==> src/rtl/centroid_pkg.sv <==
// Shared types and helpers for the red-centroid tracker: FSM states, width
// helpers and the "cape red" pixel classifier.
package centroid_pkg;

    typedef enum logic [1:0] {
        IDLE    = 2'd0,
        DIV_X   = 2'd1,
        DIV_Y   = 2'd2,
        PUBLISH = 2'd3
    } state_e;

    function automatic int unsigned coord_bits(input int unsigned n);
        return (n <= 1) ? 1 : $clog2(n);
    endfunction

    // Wide enough for a full frame of maximum-column red pixels.
    function automatic int unsigned sum_bits(input int unsigned w, input int unsigned h);
        return $clog2(w * h * w);
    endfunction

    // Zero-extended to 5 bits so the margin additions never overflow.
    function automatic logic is_red(input logic [11:0] pix,
                                    input logic [3:0]  r_min,
                                    input logic [3:0]  margin);
        logic [4:0] r;
        logic [4:0] g;
        logic [4:0] b;
        logic [4:0] rm;
        logic [4:0] m;
        r  = {1'b0, pix[11:8]};
        g  = {1'b0, pix[7:4]};
        b  = {1'b0, pix[3:0]};
        rm = {1'b0, r_min};
        m  = {1'b0, margin};
        return (r >= rm) && (r >= g + m) && (b + m <= r);
    endfunction

endpackage

==> src/rtl/seq_divider.sv <==
// Unsigned restoring divider, one quotient bit per cycle. A new start may be
// issued on the final iteration cycle so back-to-back divisions leave no gap.
module seq_divider #(
    parameter int unsigned DIVIDEND_W = 8,
    parameter int unsigned DIVISOR_W  = 6
) (
    input  logic                  clk,
    input  logic                  reset,
    input  logic                  start_i,
    input  logic [DIVIDEND_W-1:0] dividend_i,
    input  logic [DIVISOR_W-1:0]  divisor_i,
    output logic                  busy_o,
    output logic                  done_c_o,
    output logic [DIVIDEND_W-1:0] quotient_c_o
);

    localparam int unsigned CNT_W = $clog2(DIVIDEND_W + 1);

    logic [DIVIDEND_W-1:0] quot_q, quot_d, quot_step;
    logic [DIVISOR_W-1:0]  rem_q, rem_d, rem_step;
    logic [DIVISOR_W-1:0]  dsor_q, dsor_d;
    logic [CNT_W-1:0]      cnt_q, cnt_d;
    logic                  busy_q, busy_d;
    logic [DIVISOR_W:0]    partial;
    logic                  fits;

    // One restoring step: shift in the next dividend bit, subtract if it fits.
    always_comb begin
        partial   = {rem_q, quot_q[DIVIDEND_W-1]};
        fits      = partial >= {1'b0, dsor_q};
        rem_step  = fits ? (partial[DIVISOR_W-1:0] - dsor_q) : partial[DIVISOR_W-1:0];
        quot_step = {quot_q[DIVIDEND_W-2:0], fits};
    end

    always_comb begin
        quot_d = quot_q;
        rem_d  = rem_q;
        dsor_d = dsor_q;
        cnt_d  = cnt_q;
        busy_d = busy_q;
        if (start_i) begin
            quot_d = dividend_i;
            rem_d  = '0;
            dsor_d = divisor_i;
            cnt_d  = CNT_W'(DIVIDEND_W);
            busy_d = 1'b1;
        end else if (busy_q) begin
            quot_d = quot_step;
            rem_d  = rem_step;
            cnt_d  = cnt_q - CNT_W'(1);
            busy_d = (cnt_q != CNT_W'(1));
        end
    end

    always_ff @(posedge clk) begin
        if (reset) begin
            quot_q <= '0;
            rem_q  <= '0;
            dsor_q <= '0;
            cnt_q  <= '0;
            busy_q <= 1'b0;
        end else begin
            quot_q <= quot_d;
            rem_q  <= rem_d;
            dsor_q <= dsor_d;
            cnt_q  <= cnt_d;
            busy_q <= busy_d;
        end
    end

    assign busy_o       = busy_q;
    assign done_c_o     = busy_q && (cnt_q == CNT_W'(1));
    assign quotient_c_o = quot_step;

endmodule

==> src/rtl/red_centroid_tracker.sv <==
// Classifies filtered RGB444 pixels as red, emits the overlay stream and
// reports the per-frame red-region centroid via a shared serial divider.
module red_centroid_tracker
    import centroid_pkg::*;
#(
    parameter int unsigned IMAGE_WIDTH  = 320,
    parameter int unsigned IMAGE_HEIGHT = 240,
    parameter int unsigned PIXEL_BITS   = 12,
    parameter int unsigned ADDR_BITS    = $clog2(IMAGE_WIDTH * IMAGE_HEIGHT),
    parameter int unsigned R_MIN        = 8,
    parameter int unsigned MARGIN       = 3,
    parameter int unsigned MIN_COUNT    = 16
) (
    input  logic                                  clk,
    input  logic                                  reset,
    input  logic [PIXEL_BITS-1:0]                 pixel_data,
    input  logic [ADDR_BITS-1:0]                  pixel_addr,
    output logic [PIXEL_BITS-1:0]                 overlay_data,
    output logic [ADDR_BITS-1:0]                  overlay_addr,
    output logic [coord_bits(IMAGE_WIDTH)-1:0]    centroid_x,
    output logic [coord_bits(IMAGE_HEIGHT)-1:0]   centroid_y,
    output logic [ADDR_BITS:0]                    red_count,
    output logic                                  target_found,
    output logic                                  centroid_valid,
    output logic                                  frame_dropped
);

    localparam int unsigned X_BITS   = coord_bits(IMAGE_WIDTH);
    localparam int unsigned Y_BITS   = coord_bits(IMAGE_HEIGHT);
    localparam int unsigned SUM_BITS = sum_bits(IMAGE_WIDTH, IMAGE_HEIGHT);
    localparam int unsigned CNT_BITS = ADDR_BITS + 1;
    localparam logic [ADDR_BITS-1:0] LAST_ADDR = ADDR_BITS'(IMAGE_WIDTH * IMAGE_HEIGHT - 1);

    state_e state_q, state_d;

    logic [X_BITS-1:0]     x_q, x_d, cur_x;
    logic [Y_BITS-1:0]     y_q, y_d, cur_y;
    logic [SUM_BITS-1:0]   sum_x_q, sum_x_d, acc_sx;
    logic [SUM_BITS-1:0]   sum_y_q, sum_y_d, acc_sy;
    logic [CNT_BITS-1:0]   cnt_q, cnt_d, acc_cnt;
    logic [SUM_BITS-1:0]   snap_sx_q, snap_sy_q;
    logic [CNT_BITS-1:0]   snap_cnt_q;
    logic [X_BITS-1:0]     qx_q;
    logic [Y_BITS-1:0]     qy_q;

    logic [PIXEL_BITS-1:0] overlay_data_q, overlay_data_d;
    logic [ADDR_BITS-1:0]  overlay_addr_q;
    logic [X_BITS-1:0]     centroid_x_q;
    logic [Y_BITS-1:0]     centroid_y_q;
    logic [CNT_BITS-1:0]   red_count_q;
    logic                  target_found_q;
    logic                  centroid_valid_q;
    logic                  frame_dropped_q;

    logic                  frame_start, frame_end, red, found;
    logic                  snap_load, drop, publish, cap_x, cap_y;
    logic                  div_start, div_busy, div_done;
    logic [SUM_BITS-1:0]   div_dividend, div_quot;

    // Pixel path: coordinates, accumulation and overlay colour.
    always_comb begin
        frame_start    = (pixel_addr == '0);
        frame_end      = (pixel_addr == LAST_ADDR);
        red            = is_red(pixel_data, 4'(R_MIN), 4'(MARGIN));
        cur_x          = frame_start ? '0 : x_q;
        cur_y          = frame_start ? '0 : y_q;
        acc_sx         = (frame_start ? '0 : sum_x_q) + (red ? SUM_BITS'(cur_x) : '0);
        acc_sy         = (frame_start ? '0 : sum_y_q) + (red ? SUM_BITS'(cur_y) : '0);
        acc_cnt        = (frame_start ? '0 : cnt_q) + (red ? CNT_BITS'(1) : '0);
        x_d            = (cur_x == X_BITS'(IMAGE_WIDTH - 1)) ? '0 : cur_x + X_BITS'(1);
        y_d            = cur_y;
        if (cur_x == X_BITS'(IMAGE_WIDTH - 1)) begin
            y_d = (cur_y == Y_BITS'(IMAGE_HEIGHT - 1)) ? '0 : cur_y + Y_BITS'(1);
        end
        sum_x_d        = frame_end ? '0 : acc_sx;
        sum_y_d        = frame_end ? '0 : acc_sy;
        cnt_d          = frame_end ? '0 : acc_cnt;
        overlay_data_d = red ? {PIXEL_BITS{1'b1}} : pixel_data;
        found          = (snap_cnt_q >= CNT_BITS'(MIN_COUNT));
    end

    // Centroid FSM: X division, then Y division on the shared divider, then publish.
    always_comb begin
        state_d      = state_q;
        snap_load    = 1'b0;
        drop         = 1'b0;
        publish      = 1'b0;
        cap_x        = 1'b0;
        cap_y        = 1'b0;
        div_start    = 1'b0;
        div_dividend = snap_sx_q;
        if (frame_end) begin
            if (state_q == IDLE) snap_load = 1'b1;
            else                 drop      = 1'b1;
        end
        case (state_q)
            IDLE: begin
                if (frame_end) state_d = DIV_X;
            end
            DIV_X: begin
                if (!div_busy) begin
                    if (found) div_start = 1'b1;
                    else       state_d   = PUBLISH;
                end else if (div_done) begin
                    cap_x        = 1'b1;
                    div_start    = 1'b1;
                    div_dividend = snap_sy_q;
                    state_d      = DIV_Y;
                end
            end
            DIV_Y: begin
                if (div_done) begin
                    cap_y   = 1'b1;
                    state_d = PUBLISH;
                end
            end
            PUBLISH: begin
                publish = 1'b1;
                state_d = IDLE;
            end
            default: state_d = IDLE;
        endcase
    end

    seq_divider #(
        .DIVIDEND_W (SUM_BITS),
        .DIVISOR_W  (CNT_BITS)
    ) u_div (
        .clk          (clk),
        .reset        (reset),
        .start_i      (div_start),
        .dividend_i   (div_dividend),
        .divisor_i    (snap_cnt_q),
        .busy_o       (div_busy),
        .done_c_o     (div_done),
        .quotient_c_o (div_quot)
    );

    always_ff @(posedge clk) begin
        if (reset) begin
            state_q          <= IDLE;
            x_q              <= '0;
            y_q              <= '0;
            sum_x_q          <= '0;
            sum_y_q          <= '0;
            cnt_q            <= '0;
            snap_sx_q        <= '0;
            snap_sy_q        <= '0;
            snap_cnt_q       <= '0;
            qx_q             <= '0;
            qy_q             <= '0;
            overlay_data_q   <= '0;
            overlay_addr_q   <= '0;
            centroid_x_q     <= '0;
            centroid_y_q     <= '0;
            red_count_q      <= '0;
            target_found_q   <= 1'b0;
            centroid_valid_q <= 1'b0;
            frame_dropped_q  <= 1'b0;
        end else begin
            state_q          <= state_d;
            x_q              <= x_d;
            y_q              <= y_d;
            sum_x_q          <= sum_x_d;
            sum_y_q          <= sum_y_d;
            cnt_q            <= cnt_d;
            overlay_data_q   <= overlay_data_d;
            overlay_addr_q   <= pixel_addr;
            centroid_valid_q <= publish;
            frame_dropped_q  <= drop;
            if (snap_load) begin
                snap_sx_q  <= acc_sx;
                snap_sy_q  <= acc_sy;
                snap_cnt_q <= acc_cnt;
            end
            // The centroid lies inside the frame, so narrowing loses nothing.
            if (cap_x) qx_q <= X_BITS'(div_quot);
            if (cap_y) qy_q <= Y_BITS'(div_quot);
            if (publish) begin
                red_count_q    <= snap_cnt_q;
                target_found_q <= found;
                if (found) begin
                    centroid_x_q <= qx_q;
                    centroid_y_q <= qy_q;
                end
            end
        end
    end

    assign overlay_data   = overlay_data_q;
    assign overlay_addr   = overlay_addr_q;
    assign centroid_x     = centroid_x_q;
    assign centroid_y     = centroid_y_q;
    assign red_count      = red_count_q;
    assign target_found   = target_found_q;
    assign centroid_valid = centroid_valid_q;
    assign frame_dropped  = frame_dropped_q;

endmodule

==> config.mk <==
export PLATFORM = sky130hd
export DESIGN_NAME = red_centroid_tracker
export DESIGN_NICKNAME = d
export VERILOG_FILES = /design/src/rtl/centroid_pkg.sv /design/src/rtl/seq_divider.sv /design/src/rtl/red_centroid_tracker.sv
export SDC_FILE = /design/constraint.sdc
export NUM_CORES = 1
export LEC_CHECK = 0
export ABC_CLOCK_PERIOD_IN_PS = 10000
export CORE_ASPECT_RATIO = 1.4
export CORE_MARGIN = 2
export CORE_UTILIZATION = 64
export CTS_CLUSTER_SIZE = 40
export DETAILED_ROUTE_END_ITERATION = 6
export GPL_TIMING_DRIVEN = 0
export PLACE_DENSITY_LB_ADDON = 0.05
export SLEW_MARGIN = 40
export SYNTH_ARGS = -nofsm -noshare
export SYNTH_HDL_FRONTEND = slang
export SYNTH_SLANG_ARGS = --single-unit
==> constraint.sdc <==
create_clock -name clk -period 10 [get_ports clk]
set_clock_uncertainty 0.1 [all_clocks]
set_input_delay 1.5 -clock clk [delete_from_list [all_inputs] [get_ports clk]]
set_output_delay 1.5 -clock clk [all_outputs]
set_load 0.02 [all_outputs]
==> impl_results.md <==
- Status: finished clean
- Tot GR Track Use: between 30% and 40%
- Ys Warns: 0
- Crit. End Element: register
- Hold path start: snap_sy_q[11]
- Crit path top cell by count: clkbuf_1
- DR DRC count: 0
- Clock power frac: a little under half
- Top cell family by delay on the critical path: simple AND/OR/NAND/NOR gates
- Peak supply drop: about 0.13 mV
- Reg clk slew, reported paths: 0.06 ns
- Post-CTS setup repair buffer count: 0
- Routed via count: about 12,000
- GPL Wtd Cong: around 0.93
- Crit path launch type: input pin
- Leak: ~6.4 nW
- Avg Synthesized Cell Area: 8.61 um^2
- # port buffers: 97
- Largest net degree at the start of global routing: 16
- Die area: around 0.023 mm^2
- Initial DRC count: roughly 800
- Final setup TNS: 0 ns
- Inserted Clock Buffers: 29
- Arrival @ worst endpoint: approximately 6.5 ns
- Layout cells sized above 1: roughly 5.5%
- Final min period: 6.14 ns
- Gr ovfl total: 0
- Switching Fraction: roughly 22%
- Die H: between 150 and 200 um
- Final hold slack: 0.351 ns
- CP max stage delay: 0.72 ns
- Antenna Violating Nets Remaining: 0
- FMAX: roughly 0.16 GHz
- CP Max Fanout: 10
- Worst setup path class: in2reg
- Post-synth ARST share: 0%
- Vias in the first global route: 12,044
- CTS resizes: 0
- Worst-case reg-to-reg path depth: 12
- RSZ-0062 raised after global routing: false
- Fill count: between 1,500 and 2,000
- Worst skew pair latency: 0.54 ns
- First-pass GRT wire length: between 50,000 and 60,000 um
- Max-cap viol count: 0
- Drt wl/cell: around 19 um
- CTS tree: done
- N_diodes: 0
- Final period util: 61.4%
- Main flop type after synthesis: dfxtp_1
- EDFF count, synth: 0
- Critical R2R Capture: snap_sy_q[20]
- #FFs+latches synth: roughly 310
- Worst Hold Class: reg2reg
- PD cells: 156 mW/mm^2
- Post-synthesis sequential area ratio: 44.1%
- CP Cell Sequence: clkdlybuf4s50_1 > nor4_1 > nand4_1 > or2_1 > clkbuf_1 > clkbuf_1 > clkbuf_1 > and2_1 > ha_1 > a21o_1 > a21oi_1 > a21oi_1 > a2bb2oi_1 > nand3_1 > xnor2_1 > a211oi_1
- Fin. max-slew vios: 0
- Antenna violations before repair: 0
- Sequential share of power: 48.8%
- Synth cell types: just over 60
- Total iterations of the first detailed-routing run: 6
- Wirelength, routed: roughly 38,000 um
- Reg2reg start: y_q[0]
- Die Wd: between 100 and 150 um
- Hold Path Cell Cnt: 2
- FF-to-FF setup slack: 6.98 ns
- Setup violators final: 0
- Core area: around 0.021 mm^2
- CTS sink cnt: ~310
- # H-tree levels: 1
- Slowest-stage cell, CP: a2bb2oi_1
- Buf/Inv on CP: 4
- Final hold vios: 0
- Vias per cell: 5.93
- Comb power frac: ~4.5%
- Mapped Nets: around 1,700
- Clock tree root driver cell: clkbuf_16
- Area Overhead vs Synth: 16.7%
- Initial cell density of the core: between 60% and 70%
- P_int: between 1.5 and 2 mW
- Hold endpoint: snap_sy_q[11]
- Clk buf depth: 3
- Worst-Margin Slew: between 0.8 and 0.9 ns
- Critical Path RT: 10.31 ns
- Syn Inst Count: 1,613
- Mapped Area: roughly 0.014 mm^2
- Slew margin rel.: 45.4%
- NumNets Final: approximately 1,800
- Cts-stage hold buffer count: 0
- HPWL Detailed: 28,000 um
- Rows: 63
- NetSw: ~0.55 mW
- # IOs: about 100
## registers in the layout (all words and copies together), names as in the netlist, 2 cells and up
name,flops
snap_sx_q,25
snap_sy_q,25
sum_x_q,25
sum_y_q,25
u_div.quot_q,25
cnt_q,18
red_count,18
snap_cnt_q,18
u_div.dsor_q,18
u_div.rem_q,18
overlay_addr,17
overlay_data,12
centroid_x,9
qx_q,9
x_q,9
centroid_y,8
qy_q,8
y_q,8
u_div.cnt_q,5
state_q,2
## final cells by class
class                      instances  area, um^2  share of cell area (%)
buffer                            91         397                    2.45
clock buffer                      35         778                    4.80
clock inverter                    16         248                    1.53
inverter                          44         165                    1.02
multi-input combinational       1172        7200                    44.4
sequential                       306        6130                    37.8
tap                              260         325                    2.01
timing repair buffer              97         971                    5.99
## kinds of logic after synthesis
logic type | share of synthesized area (%)
XOR/XNOR | 5.68
multiplexers | 4.58
flip-flops | 44.1
AO/OA/AOI/OAI | 14.3
AND/OR/NAND/NOR | 21.9
adder cells (fa/ha/maj) | 5.39
buffers and inverters | 4.04
## synth_stat cells (25+ instances only)
| library cell | n | area [um^2] |
|---|---|---|
| a21oi_1 | 120 | 601 |
| and2_1 | 36 | 225 |
| and3_1 | 33 | 206 |
| clkbuf_1 | 65 | 244 |
| dfxtp_1 | 306 | 6130 |
| ha_1 | 55 | 688 |
| inv_1 | 44 | 165 |
| mux2i_1 | 59 | 591 |
| nand2_1 | 167 | 627 |
| nand3_1 | 32 | 160 |
| nor2_1 | 221 | 830 |
| nor2b_1 | 36 | 225 |
| nor3_1 | 25 | 125 |
| o21ai_0 | 86 | 430 |
| xnor2_1 | 42 | 368 |
| xor2_1 | 48 | 420 |
## placed cells by master (no fill, tap or decap), types with 42 or more instances in the layout
master / synthesis / layout
a21oi_1: 120 / 120
clkdlybuf4s50_1: 0 / 97
mux2i_1: 59 / 59
nand2_1: 167 / 167
o21ai_0: 86 / 86
inv_1: 44 / 44
nor2_1: 221 / 221
xor2_1: 48 / 48
clkbuf_1: 65 / 67
ha_1: 55 / 55
dfxtp_1: 306 / 306
xnor2_1: 42 / 42
## per-layer routing
| metal | global-route usage [%] | up-vias | share of wire, % |
|---|---|---|---|
| met1 | 35.6 | 5712 | 38 |
| li1 | - | 5814 | - |
| met5 | 0 | - | 0 |
| met4 | 18.8 | 0 | 6.2 |
| met2 | 61.0 | 349 | 51 |
| met3 | 4.14 | 116 | 4.3 |
## stage by stage
| stage | cells | area, um^2 | setup slack (ns) | utilization (%) | total power [mW] |
|---|---|---|---|---|---|
| floorplan | 1613 | 13900 | 4.79 | - | 1.32 |
| global placement | 1970 | 15200 | 3.36 | 71.3 | 1.37 |
| detailed placement | 1970 | 15200 | 3.34 | 71.4 | 1.37 |
| CTS | 2021 | 16200 | 3.89 | 76.2 | 2.54 |
| global route | 2021 | 16200 | 3.51 | 76.2 | 2.60 |
| finish | 2021 | 16200 | 3.86 | 76.2 | 2.53 |
## worst max path at each step
stage	start	end	slack (ns)	cells after the start
after detailed placement	pixel_addr[10]	snap_sx_q[21]	3.34	16
after global routing	pixel_data[0]	snap_sx_q[21]	3.51	20
final	pixel_addr[8]	snap_sx_q[21]	3.86	16
after global placement	pixel_addr[10]	snap_sx_q[21]	3.36	16
after CTS	pixel_addr[10]	snap_sx_q[21]	3.89	16
after floorplan	pixel_data[0]	snap_cnt_q[17]	4.79	17
## worst register-to-register path: cells and delay by family (launching register included)
family | cells | cell delay, ns
compound gates | 4 | 0.80
simple gates | 4 | 0.63
fa+ha+maj | 2 | 0.63
flops | 1 | 0.35
xor+xnor | 1 | 0.31
buf+inv | 1 | 0.06
## power groups by stage
stage | logic [mW] | registers (mW) | clock network, mW
floorplan | 0.0515 | 1.27 | 0
global placement | 0.109 | 1.26 | 0
detailed placement | 0.112 | 1.26 | 0
CTS | 0.113 | 1.23 | 1.19
global route | 0.122 | 1.23 | 1.24
finish | 0.113 | 1.23 | 1.18
(Power assumes the default switching activity.)
